**src/rtl/pipe_stage_reg.sv**
```systemverilog
// pipe_stage_reg: inter-stage pipeline register with a valid/ready handshake
// and a 2-entry skid buffer (main + skid).
//
// The main entry drives the outputs. When downstream stalls, the skid entry
// absorbs one extra item, so in_ready can come straight from a flop.
//
// Ports:
//   clk, rst_n          clock, asynchronous active-low reset
//   flush               synchronous squash of all held entries
//   in_valid/in_ready   upstream handshake (in_ready registered)
//   in_data/reg/ctrl    incoming payload (data word 0 in LSBs)
//   out_valid/out_ready downstream handshake
//   out_data/reg/ctrl   registered payload; out_ctrl forced to 0 on a bubble
//   cnt_clr             synchronous clear of the bubble counter
//   bubble_cnt          saturating count of cycles with out_valid=0
module pipe_stage_reg #(
    parameter int unsigned NUM_WORDS = 3,
    parameter int unsigned WORD_W    = 32,
    parameter int unsigned REG_W     = 5,
    parameter int unsigned CTRL_W    = 6,
    parameter int unsigned CNT_W     = 16
) (
    input  logic                        clk,
    input  logic                        rst_n,
    input  logic                        flush,
    input  logic                        in_valid,
    output logic                        in_ready,
    input  logic [NUM_WORDS*WORD_W-1:0] in_data,
    input  logic [REG_W-1:0]            in_reg,
    input  logic [CTRL_W-1:0]           in_ctrl,
    output logic                        out_valid,
    input  logic                        out_ready,
    output logic [NUM_WORDS*WORD_W-1:0] out_data,
    output logic [REG_W-1:0]            out_reg,
    output logic [CTRL_W-1:0]           out_ctrl,
    input  logic                        cnt_clr,
    output logic [CNT_W-1:0]            bubble_cnt
);

    localparam int unsigned DataW = NUM_WORDS * WORD_W;
    localparam int unsigned PayW  = DataW + REG_W + CTRL_W;

    // Occupancy encoded as {skid_valid, main_valid}.
    localparam logic [1:0] StEmpty = 2'b00;
    localparam logic [1:0] StOne   = 2'b01;
    localparam logic [1:0] StFull  = 2'b11;

    logic [PayW-1:0]  in_pay;
    logic [PayW-1:0]  main_pay_q, main_pay_d;
    logic [PayW-1:0]  skid_pay_q, skid_pay_d;
    logic             main_valid_q, main_valid_d;
    logic             skid_valid_q, skid_valid_d;
    logic             in_ready_q, in_ready_d;
    logic [CNT_W-1:0] bubble_cnt_q, bubble_cnt_d;
    logic             in_fire;
    logic             out_fire;

    assign in_pay = {in_ctrl, in_reg, in_data};

    always_comb begin
        main_pay_d   = main_pay_q;
        skid_pay_d   = skid_pay_q;
        main_valid_d = main_valid_q;
        skid_valid_d = skid_valid_q;
        bubble_cnt_d = bubble_cnt_q;
        in_fire      = in_valid & in_ready_q;
        out_fire     = main_valid_q & out_ready;

        if (flush) begin
            // Squash everything; payload regs keep their contents, only valids drop.
            main_valid_d = 1'b0;
            skid_valid_d = 1'b0;
        end else begin
            case ({skid_valid_q, main_valid_q})
                StEmpty: begin
                    if (in_fire) begin
                        main_pay_d   = in_pay;
                        main_valid_d = 1'b1;
                    end
                end
                StOne: begin
                    if (in_fire && out_fire) begin
                        main_pay_d = in_pay;
                    end else if (in_fire) begin
                        skid_pay_d   = in_pay;
                        skid_valid_d = 1'b1;
                    end else if (out_fire) begin
                        main_valid_d = 1'b0;
                    end
                end
                StFull: begin
                    // in_ready is low here, so only a drain can happen.
                    if (out_fire) begin
                        main_pay_d   = skid_pay_q;
                        skid_valid_d = 1'b0;
                    end
                end
                default: begin
                    main_valid_d = 1'b0;
                    skid_valid_d = 1'b0;
                end
            endcase
        end

        // Registered ready: computed from next-state occupancy, never from out_ready directly.
        in_ready_d = ~skid_valid_d;

        if (cnt_clr) begin
            bubble_cnt_d = '0;
        end else if (!main_valid_q && (bubble_cnt_q != {CNT_W{1'b1}})) begin
            bubble_cnt_d = bubble_cnt_q + CNT_W'(1);
        end
    end

    always_ff @(posedge clk or negedge rst_n) begin
        if (!rst_n) begin
            main_pay_q   <= '0;
            skid_pay_q   <= '0;
            main_valid_q <= 1'b0;
            skid_valid_q <= 1'b0;
            in_ready_q   <= 1'b1;
            bubble_cnt_q <= '0;
        end else begin
            main_pay_q   <= main_pay_d;
            skid_pay_q   <= skid_pay_d;
            main_valid_q <= main_valid_d;
            skid_valid_q <= skid_valid_d;
            in_ready_q   <= in_ready_d;
            bubble_cnt_q <= bubble_cnt_d;
        end
    end

    assign in_ready   = in_ready_q;
    assign out_valid  = main_valid_q;
    assign out_data   = main_pay_q[DataW-1:0];
    assign out_reg    = main_pay_q[DataW +: REG_W];
    assign out_ctrl   = main_pay_q[DataW+REG_W +: CTRL_W] & {CTRL_W{main_valid_q}};
    assign bubble_cnt = bubble_cnt_q;

endmodule

```
**config.mk**
```make
export PLATFORM = sky130hd
export DESIGN_NAME = pipe_stage_reg
export DESIGN_NICKNAME = d
export VERILOG_FILES = /design/src/rtl/pipe_stage_reg.sv
export SDC_FILE = /design/constraint.sdc
export NUM_CORES = 1
export LEC_CHECK = 0
export CORE_AREA = 3 3 152 154
export DETAILED_ROUTE_END_ITERATION = 8
export DIE_AREA = 0 0 155 157
export PLACE_DENSITY = 0.87
export SLEW_MARGIN = 15
export SYNTH_ARGS = -nofsm -noshare
export SYNTH_HDL_FRONTEND = slang
export SYNTH_SLANG_ARGS = --single-unit
```
**constraint.sdc**
```tcl
create_clock -name clk -period 4 [get_ports clk]
set_input_delay 0.6 -clock clk [delete_from_list [all_inputs] [get_ports clk]]
set_output_delay 0.6 -clock clk [all_outputs]
set_load 0.02 [all_outputs]
```
==> reports/results.ini <==
[synth]
synthCells = 910
synth_fp_nets = 1024
synth_edf_count = 0
netlist_area_um2 = 10800
ys_warn_count = 0
ys_ff_latch = 233
async_flop_share_pct = 100
yosysSeqAreaShare_pct = 54.0
avgSynthCellArea_um2 = 11.9
ys.flop_type = dfrtp_1
synth_cell_types = 45

[clocking]
clockBufferDepth = 3
clk-insertion-delay-late_ns = 0.52
cts_setup_buffers = 0
cts_max_level = 1
holdBufCountCts = 0
cts-root-buf = clkbuf_16
cts_buffers = 26
post_cts_resized = 0
path_clk_slew_ns = 0.06
cts_tree = done
clkSinkCount = 233

[timing]
tns_ns = 0
setup_viol = 0
max_freq_mhz = 343
fin_skew_ns = 0.0121
min_period_ns = 2.92
slew_headroom_pct = 39.4
fin_crit_sh_pct = 73.0
tightest_slew_ns = 0.902
rsz0062_at_grt = no
hold_viol = 0
slew_viol_final = 0

[detailed_routing]
post-route-drc-count = 0
viasPerCell = 5.29
vias = 7047
drtAntennaViolNets = 0
dr.pass1.iters = 5
routed_wl_mm = 23.4
drtIter0Drc = 321
wl_per_cell_um = 17.6

[critical_path]
cp-end-kind = output port
setup.worst_path.class = flip-flop to output port
critical_path.top_delay_family = flip-flops
path_buf_inv = 1
critPathArrivalTime_ns = 2.32
worstPathCellList = and2_1 > clkdlybuf4s50_1
critPathMaxFanout = 28
cp.required_ns = 3.40
cp_slowest_cell = dfrtp_1
start_kind = flip-flop
slowest_delay_ns = 0.92

[floorplan]
die-area_um2 = 24300
core_area_um2 = 21800
die-height_um = 157
start_util_pct = 49.5
rows = 54
io-pin-count = 238
dieWidth_um = 155

[grt]
track_usage_pct = 19.1
grt_pass1_wl_mm = 38.4
grt_max_degree = 127
first_global_vias = 7429
antenna_found_initial = 0
grt-ovfl-total = 0

[final_layout]
mostFrequentLayoutCells = clkdlybuf4s50_1 (236), dfrtp_1 (232), nor2_1 (119)
nets = 1145
drive_gt1_share_pct = 16.7
antenna_cells = 0
mostFrequentLayoutCell = clkdlybuf4s50_1
fin_cells = 1331
syn_to_final_growth_pct = 25.8

[placed_design]
io_buffers = 237
place_hpwl_mm = 15.1
dp_cells = 1283
gp_congestion = 0.780

[hold_path]
min_path_type = input pin to asynchronous set/reset pin

[flow_run]
maxCapViolCount = 0

[power_and_ir_drop]
irDropWorstVdd_mv = 0.458
power_density_nw_per_um2 = 524
leakage_nw = 6.47

[outcome]
status = finished, final reports clean

power breakdown:
part           switching (mW)  leakage (nW)  internal (mW)
registers               0.276          2.75           2.85
logic                   0.672          3.27          0.821
clock network           0.964         0.450           1.54
total                    1.91          6.47           5.21
through the flow:
| step | hold slack [ns] | area [um2] | utilization [%] | worst slack [ns] | total power [mW] |
|---|---|---|---|---|---|
| after floorplan | 0.304 | 10800 | - | 2.02 | 4.17 |
| after global placement | 0.485 | 12700 | 58.1 | 1.13 | 4.58 |
| after detailed placement | 0.491 | 12700 | 58.1 | 1.09 | 4.65 |
| after CTS | 0.109 | 13600 | 62.3 | 1.06 | 7.20 |
| after global routing | 0.127 | 13600 | 62.3 | 0.978 | 7.46 |
| final | 0.0958 | 13600 | 62.3 | 1.08 | 7.12 |
layer usage:
layer  wire length, um  global-route usage [%]  vias up
li1                  -                       -     3312
met1              9660                    24.5     3468
met2             11500                    32.6      227
met3              1760                    5.03       40
met4               525                    4.46        0
met5                 0                       0        -
registers in the layout (all words and copies together) (netlist names):
name / count
main_pay_q: 107
skid_pay_q: 107
bubble_cnt: 16
in_ready: 1
out_valid: 1
skid_valid_q: 1
cells in the mapped netlist, types with 2 or more instances:
library cell	instances	area share, %
nand4_1	4	0.23
buf_4	101	7.0
mux2i_1	107	9.9
buf_1	9	0.31
inv_1	3	0.10
nor3_1	4	0.19
o21ai_0	3	0.14
and4_1	3	0.24
nor2_1	119	4.1
o31ai_1	2	0.14
nor2b_1	8	0.46
or4_1	3	0.21
mux2_4	30	4.2
mux2_2	83	8.6
nand2_1	4	0.14
xnor2_1	2	0.16
dfrtp_1	232	54
nand3_1	4	0.19
clkbuf_1	14	0.49
buf_2	25	1.2
nor4_1	4	0.23
a21oi_1	113	5.2
nor4b_1	3	0.24
buf_6	4	0.42
and2_1	6	0.35
kinds of logic (layout without fill, tap and decap cells):
family	count (synthesis)	after routing	share of synthesized area, %
xor gates and xnor gates	2	2	0.162
AOI/OAI and AO/OA	126	126	6.18
adders and majority gates	1	1	0.116
DFF	233	233	54.0
and+or+nand+nor	172	172	7.36
buffers and inverters	156	297	9.49
muxes	220	220	22.7
final timing paths:
path / end / cells past startpoint / slack, ns / from
max in group asynchronous: skid_pay_q[39] / 2 / 2.95 / rst_n
max reg2reg: skid_pay_q[87] / 3 / 1.31 / out_valid
min reg2reg: skid_pay_q[70] / 1 / 0.50 / skid_pay_q[70]
max: out_ctrl[4] / 2 / 1.08 / out_valid
min: bubble_cnt[4] / 1 / 0.1 / rst_n
min in group clk: skid_pay_q[70] / 1 / 0.50 / skid_pay_q[70]
area by class of cell:
class	instances	area (um2)
clock buffer	37	773
clock inverter	11	146
fill	1639	8230
inverter	3	11.3
multi-input combinational	521	3970
sequential	233	5830
tap	280	350
timing repair buffer	246	2510
(Power assumes the default switching activity.)
